**src/rtl/md_stream_merge.sv**
```systemverilog
// rtl/md_stream_merge.sv - packet-granular round-robin 2:1 merger of metadata streams
//
// Interleaves whole packets from two TLAST-framed metadata streams onto one
// registered output stream. A packet, once started, owns the output until
// its TLAST beat is accepted. TID tags every output beat with its source.
//
// Ports:
//   clk, resetn                  clock, asynchronous active-low reset
//   AXIS_IN_MD1_*                input stream #1 (TDATA/TVALID/TREADY/TLAST)
//   AXIS_IN_MD2_*                input stream #2 (TDATA/TVALID/TREADY/TLAST)
//   AXIS_OUT_MD_*                merged output (TDATA/TVALID/TREADY/TLAST/TID)
//   PKT_CNT1, PKT_CNT2           wrapping counts of TLAST beats accepted per input
module md_stream_merge #(
    parameter int DW    = 512,
    parameter int CNT_W = 32
) (
    input  logic             clk,
    input  logic             resetn,
    input  logic [DW-1:0]    AXIS_IN_MD1_TDATA,
    input  logic             AXIS_IN_MD1_TVALID,
    output logic             AXIS_IN_MD1_TREADY,
    input  logic             AXIS_IN_MD1_TLAST,
    input  logic [DW-1:0]    AXIS_IN_MD2_TDATA,
    input  logic             AXIS_IN_MD2_TVALID,
    output logic             AXIS_IN_MD2_TREADY,
    input  logic             AXIS_IN_MD2_TLAST,
    output logic [DW-1:0]    AXIS_OUT_MD_TDATA,
    output logic             AXIS_OUT_MD_TVALID,
    input  logic             AXIS_OUT_MD_TREADY,
    output logic             AXIS_OUT_MD_TLAST,
    output logic             AXIS_OUT_MD_TID,
    output logic [CNT_W-1:0] PKT_CNT1,
    output logic [CNT_W-1:0] PKT_CNT2
);

    typedef enum logic [1:0] {
        IDLE  = 2'd0,
        PASS1 = 2'd1,
        PASS2 = 2'd2
    } state_t;

    state_t state_q, state_d;

    // 0 = MD1, 1 = MD2; reset to MD2 so MD1 wins the first tie
    logic last_grant_q;

    logic          slot_free;
    logic          grant_en;   // some input is granted this cycle
    logic          grant_sel;  // which input is granted (0 = MD1, 1 = MD2)
    logic          accept;     // granted input handshakes this cycle
    logic          beat_last;
    logic [DW-1:0] beat_data;

    assign slot_free = !AXIS_OUT_MD_TVALID || AXIS_OUT_MD_TREADY;

    always_comb begin
        state_d   = state_q;
        grant_en  = 1'b0;
        grant_sel = 1'b0;
        case (state_q)
            IDLE: begin
                // Grant depends on TVALID only here; mid-packet the owner is fixed
                if (AXIS_IN_MD1_TVALID && AXIS_IN_MD2_TVALID) begin
                    grant_en  = 1'b1;
                    grant_sel = ~last_grant_q;
                end else if (AXIS_IN_MD1_TVALID) begin
                    grant_en  = 1'b1;
                    grant_sel = 1'b0;
                end else if (AXIS_IN_MD2_TVALID) begin
                    grant_en  = 1'b1;
                    grant_sel = 1'b1;
                end
            end
            PASS1: begin
                grant_en  = 1'b1;
                grant_sel = 1'b0;
            end
            PASS2: begin
                grant_en  = 1'b1;
                grant_sel = 1'b1;
            end
            default: begin
                grant_en  = 1'b0;
                grant_sel = 1'b0;
            end
        endcase

        AXIS_IN_MD1_TREADY = grant_en && !grant_sel && slot_free;
        AXIS_IN_MD2_TREADY = grant_en &&  grant_sel && slot_free;

        accept    = grant_sel ? (AXIS_IN_MD2_TVALID && AXIS_IN_MD2_TREADY)
                              : (AXIS_IN_MD1_TVALID && AXIS_IN_MD1_TREADY);
        beat_last = grant_sel ? AXIS_IN_MD2_TLAST : AXIS_IN_MD1_TLAST;
        beat_data = grant_sel ? AXIS_IN_MD2_TDATA : AXIS_IN_MD1_TDATA;

        if (accept) begin
            if (state_q == IDLE) begin
                if (!beat_last) begin
                    state_d = grant_sel ? PASS2 : PASS1;
                end
            end else if (beat_last) begin
                // Re-entering IDLE lets the next grant happen the following cycle
                state_d = IDLE;
            end
        end
    end

    always_ff @(posedge clk or negedge resetn) begin
        if (!resetn) begin
            state_q            <= IDLE;
            last_grant_q       <= 1'b1;
            AXIS_OUT_MD_TVALID <= 1'b0;
            AXIS_OUT_MD_TDATA  <= '0;
            AXIS_OUT_MD_TLAST  <= 1'b0;
            AXIS_OUT_MD_TID    <= 1'b0;
            PKT_CNT1           <= '0;
            PKT_CNT2           <= '0;
        end else begin
            state_q <= state_d;
            if (accept) begin
                last_grant_q       <= grant_sel;
                AXIS_OUT_MD_TVALID <= 1'b1;
                AXIS_OUT_MD_TDATA  <= beat_data;
                AXIS_OUT_MD_TLAST  <= beat_last;
                AXIS_OUT_MD_TID    <= grant_sel;
                if (beat_last) begin
                    if (grant_sel) begin
                        PKT_CNT2 <= PKT_CNT2 + CNT_W'(1);
                    end else begin
                        PKT_CNT1 <= PKT_CNT1 + CNT_W'(1);
                    end
                end
            end else if (AXIS_OUT_MD_TREADY) begin
                AXIS_OUT_MD_TVALID <= 1'b0;
            end
        end
    end

endmodule
```
**config.mk**
```make
export PLATFORM = sky130hd
export DESIGN_NAME = md_stream_merge
export DESIGN_NICKNAME = d
export VERILOG_FILES = /design/src/rtl/md_stream_merge.sv
export SDC_FILE = /design/constraint.sdc
export NUM_CORES = 1
export LEC_CHECK = 0
export ABC_AREA = 1
export BUFFER_PORTS_ARGS = -buffer_cell sky130_fd_sc_hd__buf_4
export CORE_AREA = 2 2 623 625
export DETAILED_ROUTE_END_ITERATION = 6
export DIE_AREA = 0 0 625 627
export GPL_TIMING_DRIVEN = 0
export PLACE_DENSITY_LB_ADDON = 0.2
export SLEW_MARGIN = 20
export SYNTH_ARGS = -nofsm -noshare
export SYNTH_HDL_FRONTEND = slang
export SYNTH_SLANG_ARGS = --single-unit
```
**constraint.sdc**
```tcl
create_clock -name clk -period 3.2 [get_ports clk]
set_input_delay 0 -clock clk [delete_from_list [all_inputs] [get_ports clk]]
set_output_delay 0 -clock clk [all_outputs]
set_load 0.03 [all_outputs]
```
==> impl_metrics.csv <==
group,metric,value,unit
outcome,outcome,"completed",
clocking,root_buffer,"sky130_fd_sc_hd__clkbuf_16",
global_routing,grt_util_met1,16.7,%
yosys,mappedNetlistArea,30100,sq um
placed_design,port_buffers,1611,
global_routing,grt_most_used_layer,"met2",
power_and_ir_drop,p_total,0.0616,W
critical_path,reg2reg_from,"state_q[0]",
critical_path,critPathMaxFanout,10,
floorplanning,dieHeight,627,um
sta,setup-violations-final,0,
floorplanning,core-area,385000,sq um
power_and_ir_drop,static-leakage-power,32.9,nW
placed_design,place_congestion,0.966,
run,timing.max_cap.violations,0,
clocking,cts_htree_levels,3,
final_layout,nNetsFinal,8449,
power_and_ir_drop,cell_internal_pwr,0.0279,W
sta,min_period,3000,ps
yosys,netlist.area_leader.share,48.3,%
sta,relSlewSlack,45.1,%
final_layout,area_delta_synth_final,112,%
floorplanning,std_cell_rows,228,
detailed_routing,drt_first_iter_violations,2306,
sta,maxSlewViolCount,0,
yosys,postSynthAreaPerCell,6.66,sq um
power_and_ir_drop,p_seq_share,21.1,%
power_and_ir_drop,irDropWorstVdd,0.428,mV
sta,hold_viol,0,
clocking,worst_setup_hold_path_clk_slew,60,ps
floorplanning,die_width,625,um
yosys,synth.ff_latch_count,582,
yosys,cell_types_with_the_largest_area_share_after_synthesis,"sky130_fd_sc_hd__dfrtp_1, sky130_fd_sc_hd__nand2_1, sky130_fd_sc_hd__buf_2, sky130_fd_sc_hd__buf_4, sky130_fd_sc_hd__nor2_1",
clocking,postCtsSetupRepairBufs,0,
power_and_ir_drop,power.switching_fraction,54.8,%
power_and_ir_drop,cellPowerDensity,964,nW/um^2
sta,rsz0062_at_grt,"yes",
critical_path,setup.worst_path.end_class,"flip-flop",
yosys,synthDistinctLibCells,22,
sta,worst_slew_pin_slew,823,ps
sta,timing.setup.tns,0,ps
sta,min_period_over_period,93.8,%
power_and_ir_drop,net-switching-power,0.0338,W
sta,fmaxAchievable,333,MHz
critical_path,worst_r2r_path_depth,13,
sta,finalClockSkew,108,ps
clocking,cts_buffer_depth,4,
detailed_routing,route.detailed.vias_per_inst,3.24,
clocking,tritoncts.num_buffers,92,
critical_path,cp-startpoint,"state_q[0]",
detailed_routing,vias,40731,
final_layout,post_layout_nonfiller_instances,12554,
global_routing,antenna_found_initial,22,
critical_path,worst-setup-path-type,"reg2reg",
clocking,tritoncts,"yes",
global_routing,global_route_wire_length_before_repair,390000,um
worst_hold_path,worstHoldPathCells,5,
placed_design,placement.cell_area,48800,sq um
detailed_routing,antenna_violating_nets_post_route,0,
worst_hold_path,min-delay-path-class,"in2reg",
global_routing,pin_count_of_the_biggest_net_entering_global_routing,84,
placed_design,dp.final_hpwl,260000,um
yosys,sequential_area_share_after_synthesis,48.3,%
global_routing,global_route.usage.met2,27.1,%
global_routing,globalRoute.totalOverflow,0,
power_and_ir_drop,combinationalPowerShare,61.4,%
yosys,post_synthesis_net_count,5559,
critical_path,setup.worst_path.start_class,"flip-flop",
clocking,cts.sink_count,582,
detailed_routing,wirelength,301000,um
clocking,clk_latency,850,ps
detailed_routing,drcViolationCount,0,
placed_design,place.detailed.instances,11203,
final_layout,final_design_area_no_fill,63900,sq um
power_and_ir_drop,clkPwrFrac,17.6,%
critical_path,worst_path_required_time,3930,ps
yosys,syn-instance-count,4523,
detailed_routing,first_pass_iters,6,
floorplanning,dieArea,392000,sq um
yosys,synthDominantAreaCellType,"sky130_fd_sc_hd__dfrtp_1",
yosys,yosysWarningCount,0,
final_layout,post_route_cells_drive_above_1_share,26.5,%
global_routing,first_global_vias,42805,
global_routing,use_met3,3.86,%
worst_hold_path,min-delay-start,"AXIS_IN_MD2_TDATA[189]",
global_routing,grt_use_total,14.8,%
floorplanning,ios,1612,
floorplanning,starting_utilization_of_the_core_area,7.83,%
critical_path,critical_path_arrival,3740,ps
final_layout,n_fill_cell,43907,
detailed_routing,routed_wire_length_per_instance,24.0,um
==> metal layers <==
metal  vias to the layer above  wire [um]
met5                         -         96
met3                       283      19900
met2                      1379     154000
met1                     19699     118000
li1                      19356          -
met4                        14       8770
==> Yosys cell counts (all sizes together) <==
cell,n
nand2,3444
dfrtp,581
buf,190
nor2,109
clkbuf,49
inv,45
xor2,23
nand3b,22
o21ai,22
nand3,21
xnor2,8
ha,5
a21oi,1
clkinv,1
dfstp,1
nor3,1
==> layout make-up <==
cell class | count | area (sq um) | area share [%]
repair buffers | 2796 | 24100 | 37.8
diodes | 8 | 20.0 | 0.0313
inverters | 46 | 180 | 0.282
flip-flops and latches | 582 | 14600 | 22.8
clock inverters | 30 | 449 | 0.703
clock buffers | 137 | 2740 | 4.29
well taps | 5060 | 6330 | 9.90
plain buffers | 239 | 1400 | 2.20
multi-input cells | 3656 | 14100 | 22.1
==> critical path, stage by stage, from the launching register on <==
cell,delay (ps)
sky130_fd_sc_hd__dfrtp_1,400
sky130_fd_sc_hd__inv_1,90
sky130_fd_sc_hd__ha_1,210
sky130_fd_sc_hd__nand2_1,90
sky130_fd_sc_hd__clkinv_1,60
sky130_fd_sc_hd__nand2_2,80
sky130_fd_sc_hd__nand2_2,160
sky130_fd_sc_hd__buf_6,250
sky130_fd_sc_hd__clkbuf_2,510
sky130_fd_sc_hd__nand2_1,100
sky130_fd_sc_hd__nand2_1,160
sky130_fd_sc_hd__dlygate4sd3_1,640
sky130_fd_sc_hd__nand2_1,80
sky130_fd_sc_hd__nand2_1,80
==> state kept, by name, summed over array words and instances (netlist names) <==
| signal | flops |
|---|---|
| state_q | 2 |
| PKT_CNT1 | 32 |
| AXIS_OUT_MD_TID | 1 |
| AXIS_OUT_MD_TLAST | 1 |
| last_grant_q | 1 |
| AXIS_OUT_MD_TVALID | 1 |
| AXIS_OUT_MD_TDATA | 512 |
| PKT_CNT2 | 32 |
==> placed cells by master (no fill, tap or decap), drive strengths merged, types with 8 or more instances in the layout <==
| cell type | synthesis | final |
|---|---|---|
| clkbuf | 49 | 192 |
| nand3b | 22 | 22 |
| dfrtp | 581 | 581 |
| xnor2 | 8 | 8 |
| nor2 | 109 | 109 |
| buf | 190 | 1805 |
| nand2 | 3444 | 3444 |
| dlygate4sd3 | 0 | 1175 |
| diode | 0 | 8 |
| bufinv | 0 | 8 |
| xor2 | 23 | 23 |
| nand3 | 21 | 21 |
| clkinv | 1 | 16 |
| o21ai | 22 | 22 |
| inv | 45 | 46 |
==> power by group through the flow <==
stage	Combinational, W	Clock [W]	Sequential, W
finish	0.0378	0.0108	0.0130
global route	0.0410	0.0116	0.0134
CTS	0.0394	0.0114	0.0130
detailed placement	0.0377	0	0.0131
global placement	0.0377	0	0.0131
floorplan	0.0109	0	0.0185
==> kinds of logic (layout without fill, tap and decap cells) <==
family	after synthesis	in the layout	share of synthesized area, %
compound gates	23	23	0.382
simple gates	3597	3597	45.2
flops	582	582	48.3
xor+xnor	31	31	0.901
other cells	0	8	0
fa+ha+maj	5	5	0.208
buf+inv	285	3248	4.95
==> through the flow <==
step | worst slack (ps) | hold slack (ps) | util (%)
2_1_floorplan | 1040 | -296 | -
3_3_place_gp | -5870 | 298 | 12.6
3_5_place_dp | -1260 | -87.5 | 12.7
4_1_cts | 14.3 | 0.540 | 16.6
5_1_grt | -12.8 | 7.89 | 16.6
6_report | 197 | 58.9 | 16.6
==> final timing paths <==
check / slack, ps / end
setup / recovery: 200 / AXIS_OUT_MD_TDATA[461]
hold / removal: 60 / AXIS_OUT_MD_TDATA[189]
setup reg to reg: 200 / AXIS_OUT_MD_TDATA[461]
min in group asynchronous: 220 / PKT_CNT2[26]
max in group asynchronous: 850 / AXIS_OUT_MD_TDATA[228]
hold reg to reg: 470 / AXIS_OUT_MD_TDATA[33]
==> what timing repair did <==
item / in CTS / in global routing
resized for setup: 30 / 32
endpoints found under the hold margin: 933 / 0
setup endpoints to repair: 397 / 93
hold buffers: 1176 / 0
pin swaps: 0 / 0
Power figures use the tool's default switching activity.
